--- config.mk ---
export PLATFORM = sky130hd
export DESIGN_NAME = seq_control
export DESIGN_NICKNAME = d
export VERILOG_FILES = /design/src/rtl/seq_control.sv
export SDC_FILE = /design/constraint.sdc
export NUM_CORES = 1
export LEC_CHECK = 0
export ABC_AREA = 1
export CORE_AREA = 4 4 76 130
export DETAILED_ROUTE_END_ITERATION = 16
export DIE_AREA = 0 0 80 134
export PLACE_DENSITY = 0.84
export SLEW_MARGIN = 20
export SYNTH_ARGS = -nofsm -noshare
export SYNTH_HDL_FRONTEND = slang
export SYNTH_SLANG_ARGS = --single-unit
--- constraint.sdc ---
create_clock -name clk -period 2.04 [get_ports clk]
set_input_delay 0.408 -clock clk [delete_from_list [all_inputs] [get_ports clk]]
set_output_delay 0.408 -clock clk [all_outputs]
set_load 0.01 [all_outputs]
--- src/rtl/seq_control.sv ---
// seq_control: multi-cycle instruction sequencer. It steps through fetch, decode,
// execute, optional memory access and writeback, issues the memory requests,
// produces the ALU load and writeback strobes, and traps into a sticky fault
// state when a memory access waits too long.

package seq_control_pkg;

    // Decoded instruction type codes shared with the decoder.
    typedef enum logic [4:0] {
        IT_HOLD  = 5'd0,
        IT_RTYPE = 5'd1,
        IT_ITYPE = 5'd2,
        IT_STYPE = 5'd3,
        IT_UTYPE = 5'd4,
        IT_LTYPE = 5'd5
    } itype_e;

    // Sequencer states; the value is also the externally visible stage code.
    typedef enum logic [2:0] {
        S_IDLE   = 3'd0,
        S_FETCH  = 3'd1,
        S_DECODE = 3'd2,
        S_EXEC   = 3'd3,
        S_MEM    = 3'd4,
        S_WB     = 3'd5,
        S_FAULT  = 3'd7
    } state_e;

endpackage

module seq_control
    import seq_control_pkg::*;
#(
    parameter int XLEN     = 32,
    parameter int TIMEOUT  = 15,
    parameter bit SKIP_MEM = 1'b1,
    parameter int CNT_W    = 16
) (
    input  logic             clk,
    input  logic             reset,
    output logic [2:0]       stage_o,
    output logic             mem_req_o,
    output logic             mem_we_o,
    output logic [XLEN-1:0]  mem_addr_o,
    input  logic             mem_ready_i,
    input  logic [XLEN-1:0]  mem_rdata_i,
    input  logic [XLEN-1:0]  pc_i,
    input  logic [XLEN-1:0]  daddr_i,
    output logic             pc_advance_o,
    output logic [XLEN-1:0]  ir_o,
    input  logic [4:0]       itype_i,
    output logic             readin_a_o,
    output logic             readin_b_o,
    output logic             readin_pass_o,
    output logic             wd_q_readin_o,
    output logic             wd_q_o,
    input  logic             stall_i,
    output logic             fault_o,
    output logic [CNT_W-1:0] retire_cnt_o
);

    localparam bit             HAS_TIMEOUT = (TIMEOUT > 0);
    localparam int             WAIT_W      = HAS_TIMEOUT ? $clog2(TIMEOUT + 1) : 1;
    // Counter value seen in the last waiting cycle before the fault fires.
    localparam logic [WAIT_W-1:0] WAIT_LAST = HAS_TIMEOUT ? WAIT_W'(TIMEOUT - 1) : '0;

    state_e            r_state;
    state_e            w_state_next;
    itype_e            r_itype_q;
    logic [XLEN-1:0]   r_ir;
    logic [WAIT_W-1:0] r_wait;
    logic [CNT_W-1:0]  r_retire;
    logic              r_wdq_pulse;

    logic w_itype_legal;
    logic w_is_mem_type;
    logic w_waiting;
    logic w_timeout;
    logic w_wdq_set;
    logic w_retire;
    logic w_exec_skip;

    // Unknown type codes collapse to HOLD when they are latched in DECODE.
    assign w_itype_legal = itype_i inside {IT_HOLD, IT_RTYPE, IT_ITYPE,
                                           IT_STYPE, IT_UTYPE, IT_LTYPE};
    assign w_is_mem_type = (r_itype_q == IT_STYPE) || (r_itype_q == IT_LTYPE);
    // Only FETCH and a real load/store in MEM wait on the memory.
    assign w_waiting     = (r_state == S_FETCH) || ((r_state == S_MEM) && w_is_mem_type);
    // A ready in the final allowed cycle is honoured because it is tested first.
    assign w_timeout     = HAS_TIMEOUT && w_waiting && !mem_ready_i && (r_wait == WAIT_LAST);
    assign w_exec_skip   = SKIP_MEM && !w_is_mem_type && (r_itype_q != IT_HOLD);

    assign stage_o      = r_state;
    assign ir_o         = r_ir;
    assign fault_o      = (r_state == S_FAULT);
    assign retire_cnt_o = r_retire;

    // State register.
    // NOTE: clocked state uses non-blocking (<=) so every register samples pre-edge values.
    always_ff @(posedge clk or posedge reset) begin
        if (reset) begin
            r_state <= S_IDLE;
        end else begin
            r_state <= w_state_next;
        end
    end

    // Next-state selection plus the one-cycle events that depend on the transition.
    // NOTE: every combinational output gets a default first, so no path can infer a latch.
    always_comb begin
        w_state_next = r_state;
        w_wdq_set    = 1'b0;
        w_retire     = 1'b0;
        case (r_state)
            S_IDLE:   w_state_next = S_FETCH;
            S_FETCH: begin
                if (mem_ready_i)    w_state_next = S_DECODE;
                else if (w_timeout) w_state_next = S_FAULT;
            end
            S_DECODE: w_state_next = S_EXEC;
            S_EXEC: begin
                case (r_itype_q)
                    IT_STYPE, IT_LTYPE: w_state_next = S_MEM;
                    IT_HOLD:            w_state_next = S_WB;
                    default:            w_state_next = SKIP_MEM ? S_WB : S_MEM;
                endcase
            end
            S_MEM: begin
                if (!w_is_mem_type || mem_ready_i) begin
                    w_state_next = S_WB;
                    w_wdq_set    = 1'b1;
                end else if (w_timeout) begin
                    w_state_next = S_FAULT;
                end
            end
            S_WB: begin
                if (!stall_i) begin
                    w_state_next = S_FETCH;
                    w_retire     = 1'b1;
                end
            end
            S_FAULT:  w_state_next = S_FAULT;
            default:  w_state_next = S_FETCH;  // unused code 6 behaves like IDLE
        endcase
    end

    // Memory request and strobe decode from the registered state and itype_q.
    always_comb begin
        mem_req_o     = 1'b0;
        mem_we_o      = 1'b0;
        mem_addr_o    = '0;
        readin_a_o    = 1'b0;
        readin_b_o    = 1'b0;
        readin_pass_o = 1'b0;
        wd_q_readin_o = r_wdq_pulse;
        wd_q_o        = 1'b0;
        pc_advance_o  = 1'b0;
        case (r_state)
            S_FETCH: begin
                mem_req_o  = 1'b1;
                mem_addr_o = pc_i;
            end
            S_EXEC: begin
                wd_q_readin_o = w_exec_skip;
                case (r_itype_q)
                    IT_RTYPE, IT_ITYPE, IT_LTYPE: begin
                        readin_a_o = 1'b1;
                        readin_b_o = 1'b1;
                    end
                    IT_STYPE: begin
                        readin_a_o    = 1'b1;
                        readin_b_o    = 1'b1;
                        readin_pass_o = 1'b1;
                    end
                    IT_UTYPE: readin_pass_o = 1'b1;
                    default: ;
                endcase
            end
            S_MEM: begin
                if (w_is_mem_type) begin
                    mem_req_o  = 1'b1;
                    mem_we_o   = (r_itype_q == IT_STYPE);
                    mem_addr_o = daddr_i;
                end
            end
            S_WB: begin
                if (!stall_i) begin
                    pc_advance_o = 1'b1;
                    wd_q_o       = (r_itype_q != IT_STYPE) && (r_itype_q != IT_HOLD);
                end
            end
            default: ;
        endcase
    end

    // Instruction/type capture, memory wait counter, retire counter and the
    // registered writeback-capture pulse.
    // NOTE: every register here is cleared by reset; there is no storage array to exempt.
    always_ff @(posedge clk or posedge reset) begin
        if (reset) begin
            r_ir        <= '0;
            r_itype_q   <= IT_HOLD;
            r_wait      <= '0;
            r_retire    <= '0;
            r_wdq_pulse <= 1'b0;
        end else begin
            r_wdq_pulse <= w_wdq_set;
            if ((r_state == S_FETCH) && mem_ready_i) begin
                r_ir <= mem_rdata_i;
            end
            if (r_state == S_DECODE) begin
                r_itype_q <= w_itype_legal ? itype_e'(itype_i) : IT_HOLD;
            end
            if (w_waiting && !mem_ready_i) begin
                r_wait <= r_wait + 1'b1;
            end else begin
                r_wait <= '0;
            end
            if (w_retire) begin
                r_retire <= r_retire + 1'b1;
            end
        end
    end

endmodule

==> metrics, run 1 <==
library cells used by synthesis=32; WS Path Type=flop to output port; CP startpoint kind=flop; most frequent cell after synthesis=dfrtp_1; setup repair after global routing missed its margin=true; # diodes=0; Seq/Total Area, Yosys=a little under half; CTS H-tree lvls=3; final period utilization=103%; nets@finish=643; Core Area=between 8000 and 9000 um2; Via density=around 5; reg2reg setup slack=~150 ps; DRC viols=0; remaining global-route overflow=0; CTS sink cnt=between 60 and 70; Setup WS post-layout=-60.1 ps; status=complete, but fails checks; Post-synth EDFFs=0; Global Route Usage Sum=21.0%; ys flop type=dfrtp_1; Crit Path Max Fanout=8; Synth top cells by count=dfrtp_1, nand2_1, a32o_1; Final Hold Viols=0; share of the synthesized area in the top cell type=between 40% and 50%; leakage=2.84 nW; setup TNS=-602 ps; DP Worst Slack=-175 ps; worst-margin pin slew=~330 ps; DRT Wirelength=about 11000 um; top cells by area, synth=dfrtp_1, mux2_4, a32o_1; Worst Path Arrival=approximately 1700 ps; DRT Pass-1 Iters=7; PwrDens=between 400 and 500 nW/um2; VDD IR max=486 uV; max-cap violations=0; post-synthesis register bit count=slightly above 60; Final Non-Filler Cells=657; critical path data required time=~1600 ps; row count=45; CTS buffer count=9; CTS tree=yes; Fill cells=roughly 700; Finish-stage setup viols=21; root buf cell=clkbuf_16; PortBufs=between 150 and 200; Initial Util=a little under two fifths; Area Growth Syn to Fin=81.3%; chip width=~80 um; Ys Warns=0; placed insts=between 600 and 700; syn avg cell area=between 10 and 15 um2; antenna violations before repair=0; worst hold slack=roughly 460 ps; die height=between 100 and 150 um; Slew Viols, Final=0; final core utilization=67.3%; layout cells sized above 1=27.4%; Routed Antenna Nets=0; Clock Skew=around 4.9 ps; Final Critical Period=~2100 ps; clock buffer depth=2; wire length per cell=17.3 um; ys async rst share=100%; Worst-path clk slew=around 50 ps; Max Fclk=approximately 480 MHz; Sequential cell area=1530 um2; largest net degree at the start of global routing=slightly above 60; Die ar.=10700 um2; failing checks=setup timing; GPL Wtd Cong=a little over 0.8; syn_nets=approximately 420; I/O pin count=between 150 and 200; starting DRC count in detailed routing=129; DP HPWL=8360 um; Slew HR=roughly 78%; vias in the first global route=around 3500; worst-skew pair later-pin latency=320 ps; Min-Delay Path Class=primary input to asynchronous set/reset pin; multi-input logic area=around 1600 um2; post-synthesis cell count=just over 300; first-pass GRT wire length=approximately 18000 um; CP endpoint kind=output port; detailed-route via count=around 3300; Post-Syn Area=around 3300 um2; Yosys top cell by area=dfrtp_1
==> metal layers <==
layer,share of wire [%],track usage (%),up-vias
li1,-,-,1538
met1,39,24.4,1583
met2,52,35.7,143
met3,6.4,6.65,22
met4,2.3,7.71,0
met5,0,0,-
==> cell families (layout without fill, tap and decap cells) <==
group	count (synthesis)	count (layout)	share of synthesized area, %
adder cells (fa/ha/maj)	3	3	1.15
buffers and inverters	47	277	6.68
AO/OA/AOI/OAI	47	47	12.4
multiplexers	32	32	14.4
flip-flops	61	61	46.8
XOR/XNOR	14	14	3.76
AND/OR/NAND/NOR	106	106	14.8
==> cell usage in the layout (no fill, tap or decap), drive strengths merged, types with 2 or more instances in the layout <==
master,count
ha,3
clkinv,5
dfrtp,61
nor3,6
o21ai,7
clkdlybuf4s50,156
o22ai,2
xnor2,4
clkbuf,17
a32o,32
buf,65
nor2,25
nand3,19
a21oi,4
inv,32
mux2,32
nand4,4
nand2,49
xor2,10
==> path summary, 6_finish.rpt <==
check,startpoint,to,depth (start not counted)
setup / recovery,r_itype_q[4],mem_addr_o[9],6
hold / removal,reset,ir_o[17],3
setup reg to reg,stage_o[2],ir_o[6],7
hold reg to reg,r_wait[0],r_wait[0],1
max in group asynchronous,reset,r_itype_q[2],3
min in group clk,r_wait[0],r_wait[0],1
==> cell type report <==
type	count	area share, %
Timing Repair Buffer	228	37.3
Multi-Input combinational cell	202	27.0
Sequential cell	61	25.9
Clock buffer	11	4.11
Tap cell	117	2.48
Inverter	33	2.31
Clock inverter	5	0.847
==> sequential cells by signal (all words and copies together) (netlist names) <==
signal	flops
retire_cnt_o	16
r_itype_q	5
stage_o	3
ir_o	32
r_wdq_pulse	1
r_wait	4
==> per-stage QoR <==
step,instance area [um2],total power [W]
floorplan,3260,0.00126
global placement,5480,0.00147
detailed placement,5480,0.00148
CTS,5850,0.00298
global route,5910,0.00303
finish,5910,0.00293
==> critical path, cell delays in order, from the launching register on <==
cell and delay [ps]:
dfrtp_1 410, nor2_4 210, nand3_4 130, nand2_8 150, clkbuf_16 170, a32o_1 160
buf_2 140
==> power breakdown <==
part	switching [W]	internal (W)	total (W)	leakage, nW
Sequential	0	0.00121	0.00121	0.779
Clock	0.000505	0.000968	0.00147	0.149
Combinational	0.0000617	0.000181	0.000243	1.92
==> what timing repair did <==
item | in CTS | in global routing
cloned | 2 | 4
buffers inserted | 5 | 3
hold endpoints to repair | 0 | 0
pin swaps | 3 | 7
hold buffers | 0 | 0
setup endpoints to repair | 40 | 39
gates resized for setup | 147 | 40
No activity file was read; power rests on OpenSTA's default activity.
==> run 2: changes to the inputs <==
CORE_AREA = 4 4 73 125   (was 4 4 76 130)
DIE_AREA = 0 0 77 129   (was 0 0 80 134)
PLACE_DENSITY = 0.9   (was 0.84)
clock period = 2.52 ns   (was 2.04 ns; I/O delays follow)
==> run 2 against run 1 <==
The run still ends with setup timing left. Non-clock buffer count shrank 14. Via count down 2.0%. Power down 18%. Sequential share of layout area up 0.68 points. Register-to-register slack improved by 570 ps. Critical path type unchanged. Cell area fell by 2.6%. Cell count is 6.4% lower. Count of clock-buffer cells in the layout is 2 higher. Die area down 7.3%. Utilization up 4.6 points. Highest routed layer unchanged. Sequential cell count stayed put.
==> metrics, run 2 (same netlist as run 1, synthesis figures left out) <==
WS Path Type=flop to output port; first-pass GRT wire length=17000 um (-3.6%); Final Critical Period=between 2000 and 3000 ps; leakage=2.81 nW (-1.2%); worst hold slack=500 ps (+35.7 ps); placed insts=593 (-5.4%); Finish-stage setup viols=1 (-95%); Via density=5.24 (+4.7%); wire length per cell=18.2 um (+4.8%); die height=129 um (-3.7%); Crit Path Max Fanout=4 (-4); CP endpoint kind=output port; status=complete, but fails checks; Core Area=8020 um2 (-8.7%); final period utilization=100%; CTS H-tree lvls=3 (unchanged); PwrDens=418 nW/um2 (-16%); remaining global-route overflow=0 (unchanged); Fill cells=569 (-19%); clock buffer depth=2 (unchanged); GPL Wtd Cong=0.818 (-0.99%); CTS buffer count=9 (unchanged); I/O pin count=197 (unchanged); final core utilization=71.9% (+4.6 points); chip width=77 um (-3.8%); root buf cell=clkbuf_16; Clock Skew=4.34 ps (-0.523 ps); starting DRC count in detailed routing=160 (+24%); most common cell after layout, fill and taps aside=clkdlybuf4s50_1; DRT Wirelength=11200 um (-1.9%); Worst-path clk slew=50 ps (about the same); Min-Delay Path Class=flop to flop; critical path data required time=2020 ps (+390 ps); VDD IR max=337 uV (-31%); detailed-route via count=3221 (-2.0%); Initial Util=40.7% (+3.6 points); nets@finish=629 (-2.2%); max reg flops=32 (unchanged); Final Hold Viols=0 (unchanged); DP HPWL=8330 um (-0.33%); Final Non-Filler Cells=615 (-6.4%); most frequent cells in the layout=clkdlybuf4s50_1, dfrtp_1, nand2_1; worst-margin pin slew=350 ps (+23.9 ps); Routed Antenna Nets=0 (unchanged); Global Route Usage Sum=22.3% (+1.2 points); Post-CTS Hold Buffers=0 (unchanged); Area Growth Syn to Fin=76.7%; CTS sink cnt=61 (unchanged); failing checks=setup timing; Max Fclk=between 300 and 400 MHz; Slew HR=76.5% (-1.5 points); DRC viols=0 (unchanged); antenna violations before repair=0 (unchanged); PortBufs=196 (unchanged); Die ar.=9930 um2 (-7.3%); largest net degree at the start of global routing=62 (unchanged); CP startpoint kind=flop; CTS tree=yes; vias in the first global route=3496 (-0.74%); row count=43 (-4.4%); DRT Pass-1 Iters=5 (-2); DP Worst Slack=113 ps (+288 ps); setup TNS=-12.4 ps (+589 ps); Slew Viols, Final=0 (unchanged); max-cap violations=0 (unchanged); worst-skew pair later-pin latency=330 ps (about the same); layout cells sized above 1=16.0% (-11 points); Worst Path Arrival=2030 ps (+340 ps); Setup WS post-layout=-12.4 ps (+47.7 ps)
[run 2: changes by cell type in the layout (fill, tap and decap cells not counted), moves of 4 or more]
cell,delta
dlygate4sd2_1,+31
clkinv_2,-4
buf_6,-5
a32o_1,+4
a32o_2,-4
buf_4,-7
clkdlybuf4s50_1,+6
buf_2,-33
[run 2: per-layer routing]
metal  wire length (um)  track usage [%]  part of all wire, %
met5                  0                0                    0
met1               3930             23.3                   35
met2               6030             40.9                   54
met4                268             9.33                  2.4
met3                940             7.00                  8.4
[run 2: metrics by stage]
| stage | total power, W | area, um2 |
|---|---|---|
| floorplan | 0.00102 | 3260 |
| global placement | 0.00119 | 5370 |
| detailed placement | 0.00120 | 5370 |
| CTS | 0.00244 | 5670 |
| global route | 0.00249 | 5760 |
| finish | 0.00241 | 5760 |
[run 2: critical path: stages, from the launching register on]
cell and delay, ps:
dfrtp_1 420, nand2_1 80, inv_1 50, nand3_1 110, buf_4 150, nand3_1 110
o21ai_1 220, clkdlybuf4s50_1 580
[run 2: what timing repair did]
action | 4_1_cts | 5_1_grt
setup buffers | 0 | 5
hold endpoints to repair | 0 | 0
setup endpoints to repair | 36 | 5
pin swaps | 0 | 3
gates cloned | 1 | 1
resized for setup | 40 | 7
[run 2: cell type report]
type | count | area, um2 | share of cell area, %
clock buffer | 13 | 270 | 4.69
multi-input combinational | 202 | 1550 | 26.8
tap | 90 | 113 | 1.95
timing repair buffer | 214 | 2140 | 37.1
sequential | 61 | 1530 | 26.6
antenna | 1 | 2.50 | 0.0434
inverter | 33 | 131 | 2.28
clock inverter | 1 | 30.0 | 0.521
[run 2: final timing paths]
path,startpoint,to,slack [ps],depth (start not counted)
setup reg to reg,stage_o[0],ir_o[14],720,7
min in group asynchronous,reset,ir_o[19],580,3
hold / removal,r_wait[0],r_wait[0],500,1
max in group asynchronous,reset,r_itype_q[3],1650,3
hold reg to reg,r_wait[0],r_wait[0],500,1
setup / recovery,r_itype_q[1],wd_q_readin_o,-10,7
[run 2: power by group]
group	internal, W	leakage [nW]	switching [W]
Sequential	0.000981	0.777	0
Clock	0.000833	0.148	0.000396
Combinational	0.000146	1.88	0.0000514
==> run 3: changes to the inputs <==
==> constraint.sdc (replaced) <==
create_clock -name clk -period 2.52 [get_ports clk]
set_input_delay 0.504 -clock clk [delete_from_list [all_inputs] [get_ports clk]]
set_output_delay 0.504 -clock clk [all_outputs]
set_load 0.005 [all_outputs]
==> run 3 against run 2 <==
The flow now finishes without violations. Sequential power about the same. Sequential share of layout area down 1.1 points. Count of clock-buffer cells in the layout down 1. Maximum frequency up 2.4%. Power up 4.1%. Clock skew about the same. Sequential cell count unchanged. Clock power up 8%. Cell count up 1.5%. Die area unchanged. Critical path type unchanged. Largest cell class unchanged. Largest power group unchanged.
==> metrics, run 3 (same netlist as run 1, synthesis figures left out) <==
reg2reg setup slack=650 ps (-70 ps); # diodes=0 (-1); Slew HR=76.8% (+0.29 points); wire length per cell=19.0 um (+4.8%); CTS tree=yes; CTS sink cnt=61 (unchanged); CTS buffer count=9 (unchanged); status=finished, final reports clean; first-pass GRT wire length=18100 um (+6.2%); Clock Skew=4.02 ps (-0.320 ps); clock buffer depth=2 (unchanged); CP cell instances=nor2_4, nand3_4, nand2_8, buf_16, nand2_1, nand2_1, clkdlybuf4s50_1; remaining global-route overflow=0 (unchanged); most common cell after layout, fill and taps aside=clkdlybuf4s50_1; PwrDens=418 nW/um2 (about the same); most frequent cells in the layout=clkdlybuf4s50_1, dfrtp_1, nand2_1; cell mode on critical path=nand2_1; PortBufs=196 (unchanged); Core Area=8020 um2 (unchanged); CP max stage delay=520 ps (-60 ps); root buf cell=clkbuf_16; Final Critical Period=2470 ps (-59.0 ps); GPL Wtd Cong=0.828 (+1.3%); critical path data required time=2020 ps (about the same); CP Launch Point=r_itype_q[4]; VDD IR max=329 uV (-2.2%); Die ar.=9930 um2 (unchanged); Crit Path Max Fanout=8 (+4); chip width=77 um (unchanged); I/O pin count=197 (unchanged); row count=43 (unchanged); fin area=6000 um2 (+4.2%); DRC viols=0 (unchanged); Worst Path Arrival=1970 ps (-60 ps); Final Hold Viols=0 (unchanged); placed cell areas=5360 um2 (-0.19%); Fill cells=531 (-6.7%); critical-path cell with the highest stage delay=clkdlybuf4s50_1; WS Path Type=flop to output port; max reg flops=32 (unchanged); Worst R2R Path Depth=7 (unchanged); DRT Pass-1 Iters=4 (-1); Slew Viols, Final=0 (unchanged); CP endpoint kind=output port; leakage=3.07 nW (+9.5%); max-cap violations=0 (unchanged); nets@finish=637 (+1.3%); worst-margin pin slew=346 ps (-4.30 ps); CP startpoint kind=flop; Worst-path clk slew=50 ps (about the same); worst-skew pair later-pin latency=320 ps (about the same); Max Fclk=404 MHz (+2.4%); FF-to-FF Start=stage_o[0]; CTS H-tree lvls=3 (unchanged); layout cells sized above 1=18.0% (+1.9 points); Finish-stage setup viols=0 (-1); final period utilization=98.2% (-2.3 points); Critical Path Sink=mem_req_o; Initial Util=40.7% (unchanged); DP HPWL=8380 um (+0.53%); starting DRC count in detailed routing=131 (-18%); Via density=5.30 (+1.2%); Min-Delay Path Class=flop to flop; hold path depth=1 (unchanged); Routed Antenna Nets=0 (unchanged); RR Endpoint=ir_o[29]; vias in the first global route=3644 (+4.2%); final core utilization=74.9% (+3.0 points); detailed-route via count=3306 (+2.6%); die height=129 um (unchanged); Area Growth Syn to Fin=84.1%; Global Route Usage Sum=23.8% (+1.6 points); DRT Wirelength=11900 um (+6.3%); largest net degree at the start of global routing=62 (unchanged); antenna violations before repair=1 (+1)
==> run 3: changes by cell type in the layout (fill, tap and decap cells not counted), moves of 2 or more <==
cell and change:
nand3_4 +2, clkinv_2 +2, buf_16 +3, buf_4 +4, buf_12 +2, dlygate4sd2_1 -13, dlymetal6s2s_1 +13
==> run 3: worst min-delay path by stage <==
stage / from / end / slack [ps]
2_1_floorplan: r_wait[0] / r_wait[0] / 450
3_3_place_gp: r_wait[0] / r_wait[0] / 470
3_5_place_dp: retire_cnt_o[8] / retire_cnt_o[8] / 490
4_1_cts: retire_cnt_o[8] / retire_cnt_o[8] / 500
5_1_grt: ir_o[2] / ir_o[2] / 510
6_report: retire_cnt_o[8] / retire_cnt_o[8] / 500
==> run 3: final cells by class <==
type	instances	area, um2	area share, %
Timing Repair Buffer	222	2310	38.5
Multi-Input combinational cell	202	1580	26.4
Sequential cell	61	1530	25.5
Clock buffer	12	256	4.27
Inverter	33	136	2.27
Tap cell	90	113	1.88
Clock inverter	4	70.1	1.17
==> run 3: per-stage QoR <==
| stage | setup TNS [ps] | total power (W) | std cells | hold WS [ps] | worst slack [ps] |
|---|---|---|---|---|---|
| floorplan | 0 | 0.00102 | 310 | 452 | 503 |
| global placement | 0 | 0.00119 | 590 | 469 | 114 |
| detailed placement | 0 | 0.00119 | 590 | 492 | 135 |
| CTS | 0 | 0.00252 | 619 | 499 | 0.102 |
| global route | -18.0 | 0.00258 | 624 | 513 | -9.58 |
| finish | 0 | 0.00251 | 624 | 498 | 46.6 |
==> run 3: per-layer routing <==
layer	up-vias	track usage, %	wire length [um]
li1	1524	-	-
met2	185	45.2	6440
met5	-	0	13
met3	25	6.65	917
met4	2	11.1	336
met1	1570	23.8	4170
==> run 3: critical path, delay by kind of cell (launching register included) <==
family        cells  cell delay, ps
flops             1             410
buf+inv           2             640
simple gates      5             590
==> run 3: where the power goes <==
group	total, W	switching, W	leakage (nW)	internal [W]
clock	0.00133	0.000415	0.163	0.000915
sequential	0.000981	0	0.779	0.000981
combinational	0.000196	0.0000504	2.13	0.000146
==> run 3: repair_timing <==
action	in CTS	in global routing
hold buffers	0	0
pin swaps	4	6
setup buffers	9	5
cloned	4	0
gates resized for setup	36	20
setup endpoints to repair	36	20
